[src/rtl/controllo_memoria.sv]
// controllo_memoria: fills a RAM from an input byte stream, then drains it back in address order
module controllo_memoria #(
    parameter int DATA_WIDTH = 8,
    parameter int DATA_DEPTH = 512,
    parameter int ADDR_WIDTH = 9
) (
    input  logic                  clk,
    input  logic                  reset,
    input  logic                  start,
    input  logic                  in_valid,
    input  logic [DATA_WIDTH-1:0] in_data,
    output logic                  in_ready,
    output logic                  out_valid,
    output logic [DATA_WIDTH-1:0] out_data,
    input  logic                  out_ready,
    input  logic [DATA_WIDTH-1:0] mem_out,
    output logic                  mem_we,
    output logic [ADDR_WIDTH-1:0] mem_addr_write,
    output logic [ADDR_WIDTH-1:0] mem_addr_read,
    output logic [DATA_WIDTH-1:0] mem_dati,
    output logic [1:0]            mem_state,
    output logic                  mem_reset,
    output logic                  busy,
    output logic                  done
);
    typedef enum logic [1:0] {IDLE = 2'b00, WRITE = 2'b01, READ = 2'b10, DONE = 2'b11} state_t;
    localparam logic [ADDR_WIDTH-1:0] LAST    = ADDR_WIDTH'(DATA_DEPTH - 1);
    localparam logic [ADDR_WIDTH:0]   END_PTR = (ADDR_WIDTH + 1)'(DATA_DEPTH);
    state_t                state_q, state_d;
    logic [ADDR_WIDTH-1:0] wr_ptr_q, wr_ptr_d;
    logic [ADDR_WIDTH-1:0] iss_ptr_q, iss_ptr_d;
    logic [ADDR_WIDTH:0]   rd_ptr_q, rd_ptr_d;
    logic                  out_valid_q, out_valid_d;
    logic                  accept, wr_hs, stall, more, issue, last_hs;
    assign accept         = start && (state_q == IDLE || state_q == DONE);
    assign in_ready       = state_q == WRITE;
    assign wr_hs          = in_valid && in_ready;
    assign stall          = out_valid_q && !out_ready;
    assign more           = rd_ptr_q < END_PTR;
    assign issue          = state_q == READ && !stall && more;
    assign last_hs        = state_q == READ && out_valid_q && out_ready && iss_ptr_q == LAST;
    assign mem_we         = wr_hs;
    assign mem_dati       = in_data;
    assign mem_addr_write = wr_ptr_q;
    // once every address is issued, keep pointing at the last one so the RAM register holds the final byte
    assign mem_addr_read  = (stall || !more) ? iss_ptr_q : rd_ptr_q[ADDR_WIDTH-1:0];
    assign out_data       = mem_out;
    assign out_valid      = out_valid_q;
    assign mem_state      = state_q;
    assign mem_reset      = state_q == IDLE || (state_q == DONE && start);
    assign busy           = state_q == WRITE || state_q == READ;
    assign done           = state_q == DONE;
    // next state: start, write handshakes, read issue and final read handshake
    always_comb begin
        state_d     = state_q;
        wr_ptr_d    = wr_ptr_q;
        rd_ptr_d    = rd_ptr_q;
        iss_ptr_d   = iss_ptr_q;
        out_valid_d = out_valid_q;
        if (accept) begin
            state_d     = WRITE;
            wr_ptr_d    = '0;
            rd_ptr_d    = '0;
            iss_ptr_d   = '0;
            out_valid_d = 1'b0;
        end
        if (wr_hs) begin
            wr_ptr_d = (wr_ptr_q == LAST) ? '0 : wr_ptr_q + ADDR_WIDTH'(1);
            state_d  = (wr_ptr_q == LAST) ? READ : state_q;
        end
        if (issue) begin
            iss_ptr_d   = rd_ptr_q[ADDR_WIDTH-1:0];
            rd_ptr_d    = rd_ptr_q + (ADDR_WIDTH + 1)'(1);
            out_valid_d = 1'b1;
        end
        if (last_hs) begin
            state_d     = DONE;
            out_valid_d = 1'b0;
        end
    end
    // state and pointer registers, cleared asynchronously
    always_ff @(posedge clk or negedge reset) begin
        if (!reset) begin
            state_q     <= IDLE;
            wr_ptr_q    <= '0;
            rd_ptr_q    <= '0;
            iss_ptr_q   <= '0;
            out_valid_q <= 1'b0;
        end else begin
            state_q     <= state_d;
            wr_ptr_q    <= wr_ptr_d;
            rd_ptr_q    <= rd_ptr_d;
            iss_ptr_q   <= iss_ptr_d;
            out_valid_q <= out_valid_d;
        end
    end
endmodule

[config.mk]
export PLATFORM = sky130hd
export DESIGN_NAME = controllo_memoria
export DESIGN_NICKNAME = d
export VERILOG_FILES = /design/src/rtl/controllo_memoria.sv
export SDC_FILE = /design/constraint.sdc
export NUM_CORES = 1
export LEC_CHECK = 0
export ABC_AREA = 0
export CORE_ASPECT_RATIO = 1.75
export CORE_UTILIZATION = 41
export CTS_CLUSTER_DIAMETER = 80
export DETAILED_ROUTE_END_ITERATION = 8
export HOLD_SLACK_MARGIN = 0.15
export PLACE_DENSITY = 0.79
export SETUP_SLACK_MARGIN = 0.5
export SLEW_MARGIN = 30
export SYNTH_ARGS = -nofsm -noshare
export SYNTH_HDL_FRONTEND = slang
export SYNTH_SLANG_ARGS = --single-unit
[constraint.sdc]
create_clock -name clk -period 2.01 [get_ports clk]
set_clock_uncertainty 0.2 [all_clocks]
set_input_delay 0.3015 -clock clk [delete_from_list [all_inputs] [get_ports clk]]
set_output_delay 0.3015 -clock clk [all_outputs]
set_load 0.01 [all_outputs]
==> results of run 1 <==
synthesized netlist by cell type, types with 4 or more instances:
master	n	area, µm²
nand3_1	8	40.0
ha_1	7	87.6
inv_1	4	15.0
nor2_1	9	33.8
o21ai_0	25	125
dfrtp_1	31	776
mux2_2	9	101
nand4_1	4	25.0
a22o_1	4	35.0
buf_4	18	135
nand2_1	35	131
a31oi_1	5	31.3
a21oi_1	8	40.0
area by class of cell:
type,count,share of cell area
clock buffers,8,0.0322
inverters,4,0.00965
multi-input cells,143,0.406
flip-flops and latches,31,0.251
well taps,49,0.0197
repair buffers,86,0.281
metrics by stage:
step | TNS, ns | worst slack, ns | instances | hold WS (ns)
after floorplan | 0 | 0.156 | 201 | -0.194
after global placement | -3.60 | -0.401 | 281 | 0.295
after detailed placement | -3.73 | -0.433 | 281 | 0.292
after CTS | -0.332 | -0.0502 | 312 | 0.229
after global routing | -0.658 | -0.0911 | 321 | 0.262
final | -0.413 | -0.0646 | 321 | 0.210
worst max-delay path: stages (launching register included):
cell,delay [ns]
dfrtp_1,0.38
nor2b_4,0.14
nor2_4,0.16
clkbuf_16,0.18
mux2_4,0.30
buf_6,0.12
per-layer routing:
metal	GRT usage	up-vias	part of all wire
met1	0.252	921	0.33
li1	-	838	-
met2	0.449	106	0.58
met4	0.114	0	0.035
met5	0	-	0
met3	0.0474	29	0.055
where the power goes:
part / leakage [µW] / total (µW) / internal [µW] / switching (µW)
clock network: 0.0000515 / 557 / 312 / 245
registers: 0.000410 / 686 / 657 / 29.3
logic: 0.00107 / 305 / 147 / 158
total: 0.00153 / 1550 / 1120 / 433
placed cells by master, fill, tap and decap left out, types with 2 or more instances in the layout:
cell type / n
nand2_4: 9
buf_12: 5
ha_4: 5
a31oi_1: 3
clkdlybuf4s50_1: 3
and4_4: 2
dfrtp_2: 4
and2_4: 2
nand2_1: 22
o21ai_1: 13
nand3_1: 7
nand2b_4: 2
buf_4: 25
nand2_2: 5
nor2_4: 6
nor3_1: 2
mux2_4: 9
a21oi_2: 3
a21oi_4: 2
o21ai_2: 12
dfrtp_1: 27
and3_1: 2
buf_6: 37
clkbuf_8: 7
nor2_1: 4
a22o_1: 4
dlygate4sd2_1: 2
a31oi_4: 2
buf_2: 10
nand4_1: 4
nor2b_4: 2
a21oi_1: 3
flip-flops by register name, indices dropped and copies added (netlist names):
name	flops
mem_addr_write	9
mem_state	2
iss_ptr_q	9
out_valid	1
rd_ptr_q	10
logic make-up (layout without fill, tap and decap cells):
| family | count (synthesis) | count (layout) |
|---|---|---|
| fa+ha+maj | 7 | 7 |
| compound gates | 48 | 48 |
| simple gates | 78 | 78 |
| mux | 9 | 9 |
| buf+inv | 27 | 98 |
| flops | 31 | 31 |
| xor+xnor | 1 | 1 |
repair_timing:
action	4_1_cts	5_1_grt
endpoints found under the setup margin	57	48
gates resized for setup	184	36
buffers inserted	21	9
cloned	2	0
pin swaps	27	20
endpoints found under the hold margin	0	0
worst max-delay path by stage:
stage	slack (ns)	depth (start not counted)	to	start
detailed placement	-0.43	6	mem_addr_read[4]	out_ready
floorplan	0.16	7	mem_addr_write[7]$_DFFE_PN0P_	mem_addr_write[5]$_DFFE_PN0P_
global route	-0.09	5	mem_addr_read[6]	out_valid$_DFFE_PN0P_
finish	-0.06	5	mem_addr_read[5]	out_valid$_DFFE_PN0P_
global placement	-0.40	6	mem_addr_read[3]	out_ready
CTS	-0.05	5	mem_addr_read[4]	out_valid$_DFFE_PN0P_
==> impl_metrics.tcl, run 1 <==
set metrics [dict create \
    areaGrowthSynthToFinish_pct 71.7 \
    yosys.area_share.simple 0.211 \
    die_h_um 89.9 \
    crit-reg2reg-launch "mem_addr_write[0]$_DFFE_PN0P_" \
    cts_buffers 5 \
    cp.required_ns 1.51 \
    grt_setup_unrepaired "yes" \
    vias 1894 \
    leakage_uw 0.00153 \
    port_buffers 30 \
    power_uw 1550 \
    min_path_type "input port to asynchronous set/reset pin" \
    r2r-end "mem_addr_write[4]$_DFFE_PN0P_" \
    grt_max_degree 32 \
    status "finished, violations left" \
    tightest_slew_ns 0.439 \
    crit_arrival_ns 1.57 \
    ir_drop_v 0.000728 \
    yosys.area_share.xor_xnor 0.00483 \
    io_pins 63 \
    cts_tree "done" \
    grt_pass1_vias 1828 \
    final_area_um2 3110 \
    syn-instance-count 201 \
    wire_per_inst_um 20.2 \
    h-tree-depth 2 \
    r2r_setup_slack_ns 0.05 \
    synth_edf_count 0 \
    synth_top_family_by_area "simple AND/OR/NAND/NOR gates" \
    core-area_um2 4190 \
    synth.distinct_cells 38 \
    critPathMaxFanout 4 \
    drt-total-wl_um 6470 \
    nNetsFinal 299 \
    fp.dieW_um 52.3 \
    start_kind "register" \
    synthAdderAreaFrac 0.0483 \
    gr-total-overflow 0 \
    netlist_area_um2 1810 \
    grt_pass1_wl_um 8530 \
    synth.mux.area_fraction 0.0559 \
    num_antenna_cells 0 \
    regArea_um2 781 \
    rr_worst_depth 8 \
    max_freq_ghz 0.482 \
    ys_warn_count 0 \
    synth-seq-cells 31 \
    clkSinkCount 31 \
    fp-row-count 31 \
    syn_nets 229 \
    slew_headroom 0.707 \
    synth.avg_cell_area_um2 9.01 \
    clock_latency_ns 0.29 \
    dpl_cell_area_um2 2390 \
    p_per_area_nw_per_um2 498 \
    fin_util 0.743 \
    first_pass_iters 4 \
    initialDrtViolationCount 91 \
    fin_ws_ns -0.0646 \
    violations "setup timing" \
    final-setup-viol-count 9 \
    drv_cap 0 \
    layout_min_cycle_time_ns 2.07 \
    gp_congestion 0.877 \
    grt_usage 0.245 \
    async_flop_share 1.00 \
    clock-root-buffer "clkbuf_8" \
    dp_hpwl_um 3330 \
    synth-seq-area-share 0.428 \
    finalCritPeriodShare 1.03 \
    fillers 260 \
    antenna_found_initial 0 \
    slew_violations 0 \
    route.detailed.drc 0 \
    drive_gt1_frac 0.607 \
    start_util 0.432 \
    clk_path_buf_depth 2 \
    critPathCaptureType "primary output" \
    timing.final.hold_violations 0 \
    path_clk_slew_ns 0.07 \
    crit_type "register to primary output" \
    holdBufCountCts 0 \
    synth-compound-area-share 0.153 \
    die_area_um2 4700 \
    multi_input_area_um2 1260 \
    postRouteAntennaNets 0 \
    ys.flop_type "dfrtp_1" \
    drt-vias-per-instance 5.90 \
]
No activity file was read; power rests on OpenSTA's default activity.
==> run 2, diff against run 1 <==
Settings changed: CORE_UTILIZATION 41 to 49, PLACE_DENSITY 0.79 to 0.93.
Clock period 2.01 ns to 2.5 ns, I/O delays scaled along.
==> impl_metrics.tcl, run 2 (synthesis results as in run 1) <==
set metrics [dict create \
    critical_path.startpoint "out_valid$_DFFE_PN0P_" \
    grt_max_degree 32 \
    slew_headroom 0.726 \
    drt-vias-per-instance 6.06 \
    postRouteAntennaNets 0 \
    clk_path_buf_depth 2 \
    grt_pass1_wl_um 7600 \
    switchingPower_uw 349 \
    gp_congestion 0.862 \
    critPathCaptureType "primary output" \
    p_comb_frac 0.197 \
    layout_min_cycle_time_ns 2.24 \
    tightest_slew_ns 0.410 \
    cts_tree "done" \
    finalCritPeriodShare 0.895 \
    first_pass_iters 4 \
    slew_violations 0 \
    crit_type "register to primary output" \
    dp_cells 260 \
    grt_setup_unrepaired "yes" \
    dp_hpwl_um 2920 \
    min_path_type "input port to asynchronous set/reset pin" \
    io_pins 63 \
    drive_gt1_frac 0.308 \
    crit_arrival_ns 1.66 \
    die_area_um2 3950 \
    fp.dieW_um 48.0 \
    num_antenna_cells 0 \
    pre_cts_ws_ns -0.0955 \
    final_common_cell "nand2_1" \
    timing.final.hold_violations 0 \
    fin_ws_ns 0.263 \
    start_kind "register" \
    r2r-end "mem_addr_write[4]$_DFFE_PN0P_" \
    initialDrtViolationCount 123 \
    die_h_um 82.4 \
    sw_frac_of_total 0.288 \
    antenna_found_initial 0 \
    nNetsFinal 268 \
    clock-root-buffer "clkbuf_8" \
    grt_usage 0.279 \
    setup_tns_ns 0 \
    path_clk_slew_ns 0.07 \
    core-area_um2 3470 \
    crit-reg2reg-launch "mem_addr_write[1]$_DFFE_PN0P_" \
    route.detailed.drc 0 \
    areaGrowthSynthToFinish_pct 34.9 \
    regMostFlops "rd_ptr_q" \
    status "finished clean" \
    port_buffers 30 \
    p_clk_frac 0.335 \
    cts_buffers 5 \
    h-tree-depth 2 \
    max_freq_ghz 0.447 \
    start_util 0.522 \
    rr_worst_depth 8 \
    vias 1728 \
    final-instance-count-excl-fill 285 \
    largest_reg_flops 10 \
    critPathMaxFanout 4 \
    r2r_setup_slack_ns 0.51 \
    cp.required_ns 1.92 \
    clock_latency_ns 0.29 \
    final_cell_mix "35 x nand2_1, 29 x dfrtp_1, 20 x buf_4" \
    fp-row-count 28 \
    leakage_uw 0.00110 \
    gr-total-overflow 0 \
    p_seq_frac 0.468 \
    drt-total-wl_um 5250 \
    ir_drop_v 0.000567 \
    p_per_area_nw_per_um2 496 \
    fillers 214 \
    grt_pass1_vias 1652 \
    internal_power_uw 863 \
    clkSinkCount 31 \
    drv_cap 0 \
    worstSetupEndpoint "mem_addr_read[0]" \
    final-setup-viol-count 0 \
    wire_per_inst_um 18.4 \
]
## run 2: repair_timing
action	4_1_cts	5_1_grt
setup endpoints to repair	21	20
gates resized for setup	71	24
hold buffers	0	0
pin swaps	1	5
gates cloned	1	0
buffers inserted	13	4
## run 2: worst min-delay path by stage
stage	slack, ns	cells past startpoint	startpoint	endpoint
after global routing	0.31	2	reset	mem_addr_write[5]$_DFFE_PN0P_
after detailed placement	0.31	1	mem_addr_write[7]$_DFFE_PN0P_	mem_addr_write[7]$_DFFE_PN0P_
after CTS	0.30	2	reset	iss_ptr_q[1]$_DFFE_PN0P_
after global placement	0.30	1	mem_addr_write[7]$_DFFE_PN0P_	mem_addr_write[7]$_DFFE_PN0P_
after floorplan	-0.12	0	reset	iss_ptr_q[0]$_DFFE_PN0P_
final	0.27	2	reset	mem_addr_write[5]$_DFFE_PN0P_
## run 2: layer usage
metal,global-route usage,vias up,share of wire
met2,0.484,97,0.55
met4,0.175,0,0.042
met1,0.277,832,0.34
met5,0,-,0
met3,0.0717,31,0.064
li1,-,768,-
## run 2: area by class of cell
class / count / area [µm²] / area share
repair buffers: 55 / 532 / 0.218
clock inverters: 1 / 5.00 / 0.00205
clock buffers: 6 / 82.6 / 0.0338
flip-flops and latches: 31 / 778 / 0.318
multi-input cells: 143 / 975 / 0.399
well taps: 45 / 56.3 / 0.0230
inverters: 4 / 15.0 / 0.00614
## run 2: through the flow
step | util | power (µW) | hold WS [ns] | instance area (µm²)
after floorplan | - | 655 | -0.121 | 1810
after global placement | 0.597 | 715 | 0.297 | 2070
after detailed placement | 0.597 | 718 | 0.308 | 2070
after CTS | 0.670 | 1160 | 0.295 | 2320
after global routing | 0.705 | 1260 | 0.314 | 2440
final | 0.705 | 1210 | 0.275 | 2440
## run 2: power groups by stage
stage | combinational (µW) | clock (µW) | sequential (µW)
CTS | 201 | 405 | 554
finish | 238 | 406 | 567
global route | 256 | 433 | 569
floorplan | 73.7 | 0 | 581
global placement | 136 | 0 | 579
detailed placement | 139 | 0 | 579
## run 2: critical path: stages (launching register included)
cell,delay (ns)
dfrtp_1,0.41
nor2b_4,0.15
nor2_4,0.13
buf_6,0.13
buf_16,0.11
mux2_4,0.31
buf_6,0.13
